### src/rtl/dim_overlay_if.sv
// Bundle between game/pixel-timing logic and the dim overlay sequencer.
// master: requests, frame timing, pixel position in; slave: dim controls out.
interface dim_overlay_if;
  logic        pause_req;
  logic        resume_req;
  logic        frame_start;
  logic [11:0] hdata;
  logic [11:0] vdata;
  logic        to_black;
  logic [3:0]  dim_level;
  logic        in_window;
  logic        busy;
  logic        dimmed;

  modport master (
    output pause_req, resume_req, frame_start,
    output hdata, vdata,
    input  to_black, dim_level, in_window,
    input  busy, dimmed
  );

  modport slave (
    input  pause_req, resume_req, frame_start,
    input  hdata, vdata,
    output to_black, dim_level, in_window,
    output busy, dimmed
  );
endinterface

### src/rtl/dim_overlay_ctrl.sv
// Pause-screen dim sequencer: ramps dim level on frame boundaries.
// Ports: clk, reset (sync, high), bus (dim_overlay_if.slave).
module dim_overlay_ctrl #(
  parameter int WIN_X0          = 283,
  parameter int WIN_Y0          = 220,
  parameter int WIN_X1          = 483,
  parameter int WIN_Y1          = 355,
  parameter int MAX_DIM         = 2,
  parameter int FRAMES_PER_STEP = 4
) (
  input logic          clk,
  input logic          reset,
  dim_overlay_if.slave bus
);

  typedef enum logic [1:0] {
    IDLE,
    FADE_IN,
    DIMMED,
    FADE_OUT
  } state_e;

  localparam logic [3:0]  MAX_L  = 4'(MAX_DIM);
  localparam logic [7:0]  STEP_L = 8'(FRAMES_PER_STEP - 1);
  localparam logic [11:0] X0 = 12'(WIN_X0);
  localparam logic [11:0] X1 = 12'(WIN_X1);
  localparam logic [11:0] Y0 = 12'(WIN_Y0);
  localparam logic [11:0] Y1 = 12'(WIN_Y1);

  state_e     state_q, state_d;
  logic [3:0] level_q, level_d;
  logic [7:0] cnt_q, cnt_d;
  logic       pend_pause_q, pend_pause_d;
  logic       pend_resume_q, pend_resume_d;
  logic       to_black_q, to_black_d;
  logic       in_window_q, in_window_d;

  // requests seen this cycle, merged into the pending flags
  logic       pp, pr;

  always_ff @(posedge clk) begin
    if (reset) begin
      state_q       <= IDLE;
      level_q       <= 4'd0;
      cnt_q         <= 8'd0;
      pend_pause_q  <= 1'b0;
      pend_resume_q <= 1'b0;
      to_black_q    <= 1'b0;
      in_window_q   <= 1'b0;
    end else begin
      state_q       <= state_d;
      level_q       <= level_d;
      cnt_q         <= cnt_d;
      pend_pause_q  <= pend_pause_d;
      pend_resume_q <= pend_resume_d;
      to_black_q    <= to_black_d;
      in_window_q   <= in_window_d;
    end
  end

  always_comb begin
    pp = pend_pause_q;
    pr = pend_resume_q;
    // simultaneous pause+resume cancel out and leave flags as they were
    if (bus.pause_req && !bus.resume_req) begin
      pp = 1'b1;
      pr = 1'b0;
    end else if (bus.resume_req && !bus.pause_req) begin
      pp = 1'b0;
      pr = 1'b1;
    end
  end

  always_comb begin
    state_d       = state_q;
    level_d       = level_q;
    cnt_d         = cnt_q;
    pend_pause_d  = pp;
    pend_resume_d = pr;
    if (bus.frame_start) begin
      // every frame boundary consumes whatever is pending
      pend_pause_d  = 1'b0;
      pend_resume_d = 1'b0;
      unique case (state_q)
        IDLE: begin
          level_d = 4'd0;
          if (pp) begin
            state_d = FADE_IN;
            level_d = 4'd1;
            cnt_d   = 8'd0;
          end
        end
        FADE_IN: begin
          if (pr) begin
            state_d = FADE_OUT;
            cnt_d   = 8'd0;
          end else if (level_q >= MAX_L) begin
            // only reachable with MAX_DIM=1
            state_d = DIMMED;
            level_d = MAX_L;
            cnt_d   = 8'd0;
          end else if (cnt_q >= STEP_L) begin
            cnt_d   = 8'd0;
            level_d = level_q + 4'd1;
            if (level_q + 4'd1 >= MAX_L) begin
              state_d = DIMMED;
            end
          end else begin
            cnt_d = cnt_q + 8'd1;
          end
        end
        DIMMED: begin
          level_d = MAX_L;
          if (pr) begin
            cnt_d   = 8'd0;
            level_d = MAX_L - 4'd1;
            if (MAX_L == 4'd1) begin
              state_d = IDLE;
            end else begin
              state_d = FADE_OUT;
            end
          end
        end
        FADE_OUT: begin
          if (pp) begin
            state_d = FADE_IN;
            cnt_d   = 8'd0;
          end else if (level_q == 4'd0) begin
            state_d = IDLE;
            cnt_d   = 8'd0;
          end else if (cnt_q >= STEP_L) begin
            cnt_d   = 8'd0;
            level_d = level_q - 4'd1;
            if (level_q == 4'd1) begin
              state_d = IDLE;
            end
          end else begin
            cnt_d = cnt_q + 8'd1;
          end
        end
        default: begin
          state_d = IDLE;
          level_d = 4'd0;
          cnt_d   = 8'd0;
        end
      endcase
    end
  end

  always_comb begin
    to_black_d  = (state_d != IDLE);
    in_window_d = (bus.hdata >= X0) && (bus.hdata <= X1) &&
                  (bus.vdata >= Y0) && (bus.vdata <= Y1);
  end

  assign bus.to_black  = to_black_q;
  assign bus.dim_level = level_q;
  assign bus.in_window = in_window_q;
  assign bus.busy      = (state_q == FADE_IN) || (state_q == FADE_OUT);
  assign bus.dimmed    = (state_q == DIMMED);

endmodule
### src/flat_wrapper.sv
// flat-port wrapper written by rule: the top's interface ports become plain ports
module dim_overlay_ctrl_flat 
#(
  parameter int WIN_X0          = 283,
  parameter int WIN_Y0          = 220,
  parameter int WIN_X1          = 483,
  parameter int WIN_Y1          = 355,
  parameter int MAX_DIM         = 2,
  parameter int FRAMES_PER_STEP = 4
)
  (clk, reset, bus_pause_req, bus_resume_req, bus_frame_start, bus_hdata, bus_vdata, bus_to_black, bus_dim_level, bus_in_window, bus_busy, bus_dimmed);
  dim_overlay_if bus_i ();
  input logic clk;
  input logic reset;
  input wire logic [$bits(bus_i.pause_req)-1:0] bus_pause_req;
  input wire logic [$bits(bus_i.resume_req)-1:0] bus_resume_req;
  input wire logic [$bits(bus_i.frame_start)-1:0] bus_frame_start;
  input wire logic [$bits(bus_i.hdata)-1:0] bus_hdata;
  input wire logic [$bits(bus_i.vdata)-1:0] bus_vdata;
  output wire logic [$bits(bus_i.to_black)-1:0] bus_to_black;
  output wire logic [$bits(bus_i.dim_level)-1:0] bus_dim_level;
  output wire logic [$bits(bus_i.in_window)-1:0] bus_in_window;
  output wire logic [$bits(bus_i.busy)-1:0] bus_busy;
  output wire logic [$bits(bus_i.dimmed)-1:0] bus_dimmed;
  assign bus_i.pause_req = bus_pause_req;
  assign bus_i.resume_req = bus_resume_req;
  assign bus_i.frame_start = bus_frame_start;
  assign bus_i.hdata = bus_hdata;
  assign bus_i.vdata = bus_vdata;
  assign bus_to_black = bus_i.to_black;
  assign bus_dim_level = bus_i.dim_level;
  assign bus_in_window = bus_i.in_window;
  assign bus_busy = bus_i.busy;
  assign bus_dimmed = bus_i.dimmed;
  dim_overlay_ctrl #(.WIN_X0(WIN_X0), .WIN_Y0(WIN_Y0), .WIN_X1(WIN_X1), .WIN_Y1(WIN_Y1), .MAX_DIM(MAX_DIM), .FRAMES_PER_STEP(FRAMES_PER_STEP)) u_core (.clk(clk), .reset(reset), .bus(bus_i));
endmodule
### config.mk
export PLATFORM = sky130hd
export DESIGN_NAME = dim_overlay_ctrl_flat
export DESIGN_NICKNAME = d
export VERILOG_FILES = /design/src/rtl/dim_overlay_if.sv /design/src/rtl/dim_overlay_ctrl.sv /design/src/flat_wrapper.sv
export SDC_FILE = /design/constraint.sdc
export NUM_CORES = 1
export LEC_CHECK = 0
export BUFFER_PORTS_ARGS = -buffer_cell sky130_fd_sc_hd__buf_4
export CORE_MARGIN = 2
export CORE_UTILIZATION = 52
export CTS_CLUSTER_SIZE = 25
export DETAILED_ROUTE_END_ITERATION = 10
export PLACE_DENSITY = 0.79
export RECOVER_POWER = 25
export SYNTH_ARGS = -nofsm -noshare
export SYNTH_HDL_FRONTEND = slang
export SYNTH_SLANG_ARGS = --single-unit
export TNS_END_PERCENT = 10
### constraint.sdc
create_clock -name clk -period 2.2 [get_ports clk]
set_clock_uncertainty 0.05 [all_clocks]
set_input_delay 0.66 -clock clk [delete_from_list [all_inputs] [get_ports clk]]
set_output_delay 0.66 -clock clk [all_outputs]
set_load 0.05 [all_outputs]
==> Flow_metrics.wiki <==
{| class="wikitable"
! Metric !! Value
|-
| Outcome || complete, no violations
|-
| Final critical-path required period || 2.13 ns
|-
| NumNets Final || 230
|-
| Area fraction of the dominant cell type after synthesis || 27.3%
|-
| Simple logic cell fraction of the synthesized area || 30.2%
|-
| Cell chosen for the clock root || clkbuf_4
|-
| Mux cell area share after synthesis || 0.759%
|-
| Maximum number of pins on one net before global-route repair || 12
|-
| Commonest register cell after synthesis || dfxtp_1
|-
| Number of search-and-repair iterations in the first detailed-routing pass || 4
|-
| Antenna violations before repair || 0
|-
| Clk pin slew, worst setup/hold paths || 0.11 ns
|-
| Post-route non-filler standard cell count || 224
|-
| Total Wirelength || 3190 um
|-
| Main area contributors after synthesis || dfxtp_1 27%, ha_1 5.7%, a21oi_1 3.8%, nand2_1 3.7%, nor2_1 3.4%
|-
| Average cell area after synthesis || 8.45 um^2
|-
| Post-CTS Setup Repair Bufs || 0
|-
| TritonCTS clock tree || yes
|-
| Final Setup Violations || 0
|-
| Proportion of synthesized flip-flops having asynchronous set or reset || 0%
|-
| Cell row count || 18
|-
| Number of failing hold endpoints at the final stage || 0
|-
| Drt wl/cell || 14.2 um
|-
| Unrepaired setup endpoints after global routing || no
|-
| Ports || 37
|-
| Max-cap viol count || 0
|-
| Minimum hold slack || 0.459 ns
|-
| Worst Setup End Kind || flop
|-
| Post-synthesis register bit count || 18
|-
| Post-synthesis sequential area ratio || 27.3%
|-
| Count of hold buffers inserted by post-cts repair || 0
|-
| IO Port Bufs || 34
|-
| Horizontal die dimension || 54.4 um
|-
| Class of the most critical setup path || flop to flop
|-
| Total nets after synthesis || 191
|-
| Residual overflow from global routing || 0
|-
| Post-DRT Antenna Nets || 0
|-
| Area inside the core boundary || 0.00243 mm^2
|-
| Clock H-tree levels || 1
|-
| Post-detailed-route via-to-cell ratio || 5.92
|-
| Worst hold path class || flop to flop
|-
| Post-placement setup slack || 0.0641 ns
|-
| Count of pins over their slew limit || 0
|-
| Starting utilization of the core area || 54.2%
|-
| RD Place Congestion || 0.872
|-
| Global-route wire length before repair || 5040 um
|-
| Clk_lat worst skew || 0.29 ns
|-
| Post-route setup TNS || 0 ns
|-
| Synthesized instance count || 156
|-
| Number of distinct library cells after synthesis || 54
|-
| Drt first-iter violations || 37
|-
| Startpoint kind of the worst setup timing path || flop
|-
| Buffer depth of the longest clock path || 2
|-
| Achievable Freq || 470 MHz
|-
| Reported leakage power || 0.658 nW
|-
| Die Y || 54.4 um
|-
| DIE AREA || 0.00296 mm^2
|-
| Number of placed instances, taps included || 220
|-
| Post-synthesis share of cell area spent on xor and xnor gates || 1.99%
|-
| Total power || 0.756 mW
|-
| Share of the synthesized area in compound gates (AO/OA/AOI/OAI) || 29.3%
|-
| Critical Path AT || 2.26 ns
|-
| Main combinational cell family by area after synthesis || simple AND/OR/NAND/NOR gates
|-
| Post-synth top area cell || dfxtp_1
|-
| Number of gates resized after CTS || 0
|-
| Growth of design area from synthesis to finish || 24.6%
|-
| Number of global-route vias before repair || 1197
|-
| Layout cells sized above 1 || 30.9%
|-
| Max-Slew Margin vs Limit || 59.5%
|-
| Setup ws final || 0.0702 ns
|-
| Transition at the pin with the smallest max-transition slack || 0.610 ns
|-
| Total inserted antenna cells || 0
|-
| Placed wire-length estimate after detailed placement || 2510 um
|-
| Crit path required time || 2.33 ns
|-
| Post-Synth Adder-Cell Area || 5.69%
|-
| Number of buffers created by CTS || 3
|-
| Via count || 1327
|-
| Yosys warning total || 0
|-
| Clock sink count || 18
|-
| Pwr dens || 460 mW/mm^2
|-
| Global-route usage over all layers || 23.0%
|-
| Part of the cycle the worst path needs || 96.8%
|-
| Peak supply drop || 0.393 mV
|-
| Post-Syn Area || 0.00132 mm^2
|-
| Maximum fanout along the worst path || 8
|-
| DRC violation count after routing || 0
|-
| Post-synth EDFFs || 0
|}
per-layer routing:
metal  global-route usage [%]  vias up  share of wire, %
li1                         -      668                 -
met1                     28.9      606                44
met2                     41.0       51                49
met3                     2.46        2               6.3
met4                     7.08        0              0.63
met5                        0        -                 0
per-stage QoR:
| step | cell area [um^2] | utilization [%] |
|---|---|---|
| 2_1_floorplan | 1320 | - |
| 3_3_place_gp | 1620 | 66.7 |
| 3_5_place_dp | 1620 | 66.7 |
| 4_1_cts | 1660 | 68.2 |
| 5_1_grt | 1640 | 67.5 |
| 6_report | 1640 | 67.5 |
critical path: stages (launching register included):
cell and delay, ns:
dfxtp_2 0.38, inv_1 0.18, ha_1 0.21, or3b_4 0.40, o21ai_0 0.14, a21oi_1 0.09, o32ai_1 0.42, o211ai_1 0.14
flip-flops by register name (all words and copies together), names as in the netlist:
signal	flops
u_core.cnt_q	8
u_core.bus.dim_level	4
u_core.state_q	2
u_core.bus.in_window	1
u_core.bus.to_black	1
u_core.pend_pause_q	1
u_core.pend_resume_q	1
final cells by class:
| cell class | instances | area, um^2 |
|---|---|---|
| tap | 30 | 37.5 |
| timing repair buffer | 41 | 293 |
| fill | 190 | 790 |
| sequential | 18 | 362 |
| inverter | 5 | 18.8 |
| clock buffer | 4 | 36.3 |
| multi-input combinational | 126 | 896 |
cells by family after synthesis:
kind of cell	count (synthesis)
simple gates	67
flops	18
mux	1
xor+xnor	3
fa+ha+maj	6
buf+inv	12
compound gates	49
Yosys cell counts (2+ instances only):
| library cell | number |
|---|---|
| a21oi_1 | 10 |
| a31oi_1 | 3 |
| and2_1 | 2 |
| and3_1 | 2 |
| buf_2 | 2 |
| buf_6 | 2 |
| clkbuf_1 | 3 |
| dfxtp_1 | 18 |
| ha_1 | 6 |
| inv_1 | 5 |
| nand2_1 | 13 |
| nand3_1 | 8 |
| nand4b_1 | 2 |
| nor2_1 | 12 |
| nor3_1 | 8 |
| nor3_2 | 2 |
| nor4_1 | 2 |
| nor4_4 | 2 |
| o2111ai_1 | 2 |
| o211ai_1 | 6 |
| o21ai_0 | 7 |
| o21ai_1 | 2 |
| o31ai_1 | 2 |
| o31ai_2 | 2 |
| or3_1 | 3 |
| xor2_1 | 2 |
report_power, final:
| part | internal, mW | switching, mW | leakage [nW] | total (mW) |
|---|---|---|---|---|
| logic | 0.0907 | 0.114 | 0.491 | 0.205 |
| registers | 0.335 | 0.0111 | 0.146 | 0.346 |
| clock network | 0.101 | 0.104 | 0.0210 | 0.205 |
| total | 0.527 | 0.229 | 0.658 | 0.756 |
worst paths after layout:
check        slack (ns)                     from  depth (start not counted)                   to
max                0.07  u_core.bus.dim_level[0]                          7  u_core.bus.to_black
max reg2reg        0.07  u_core.bus.dim_level[0]                          7  u_core.bus.to_black
min                0.46          u_core.cnt_q[7]                          2      u_core.cnt_q[7]
min reg2reg        0.46          u_core.cnt_q[7]                          2      u_core.cnt_q[7]
layout by cell type, fill, tap and decap left out, types with 3 or more instances in the layout:
cell type | Yosys | final
ha_1 | 6 | 6
a21oi_1 | 10 | 10
dfxtp_1 | 18 | 17
or3_1 | 3 | 3
clkbuf_1 | 3 | 4
nor2_1 | 12 | 12
inv_1 | 5 | 5
a31oi_1 | 3 | 3
buf_4 | 0 | 36
o21ai_0 | 7 | 7
clkbuf_4 | 0 | 4
nor3_1 | 8 | 8
nand2_1 | 13 | 13
o211ai_1 | 6 | 6
nand3_1 | 8 | 8
Note: power is estimated with default switching activity, not from simulation.
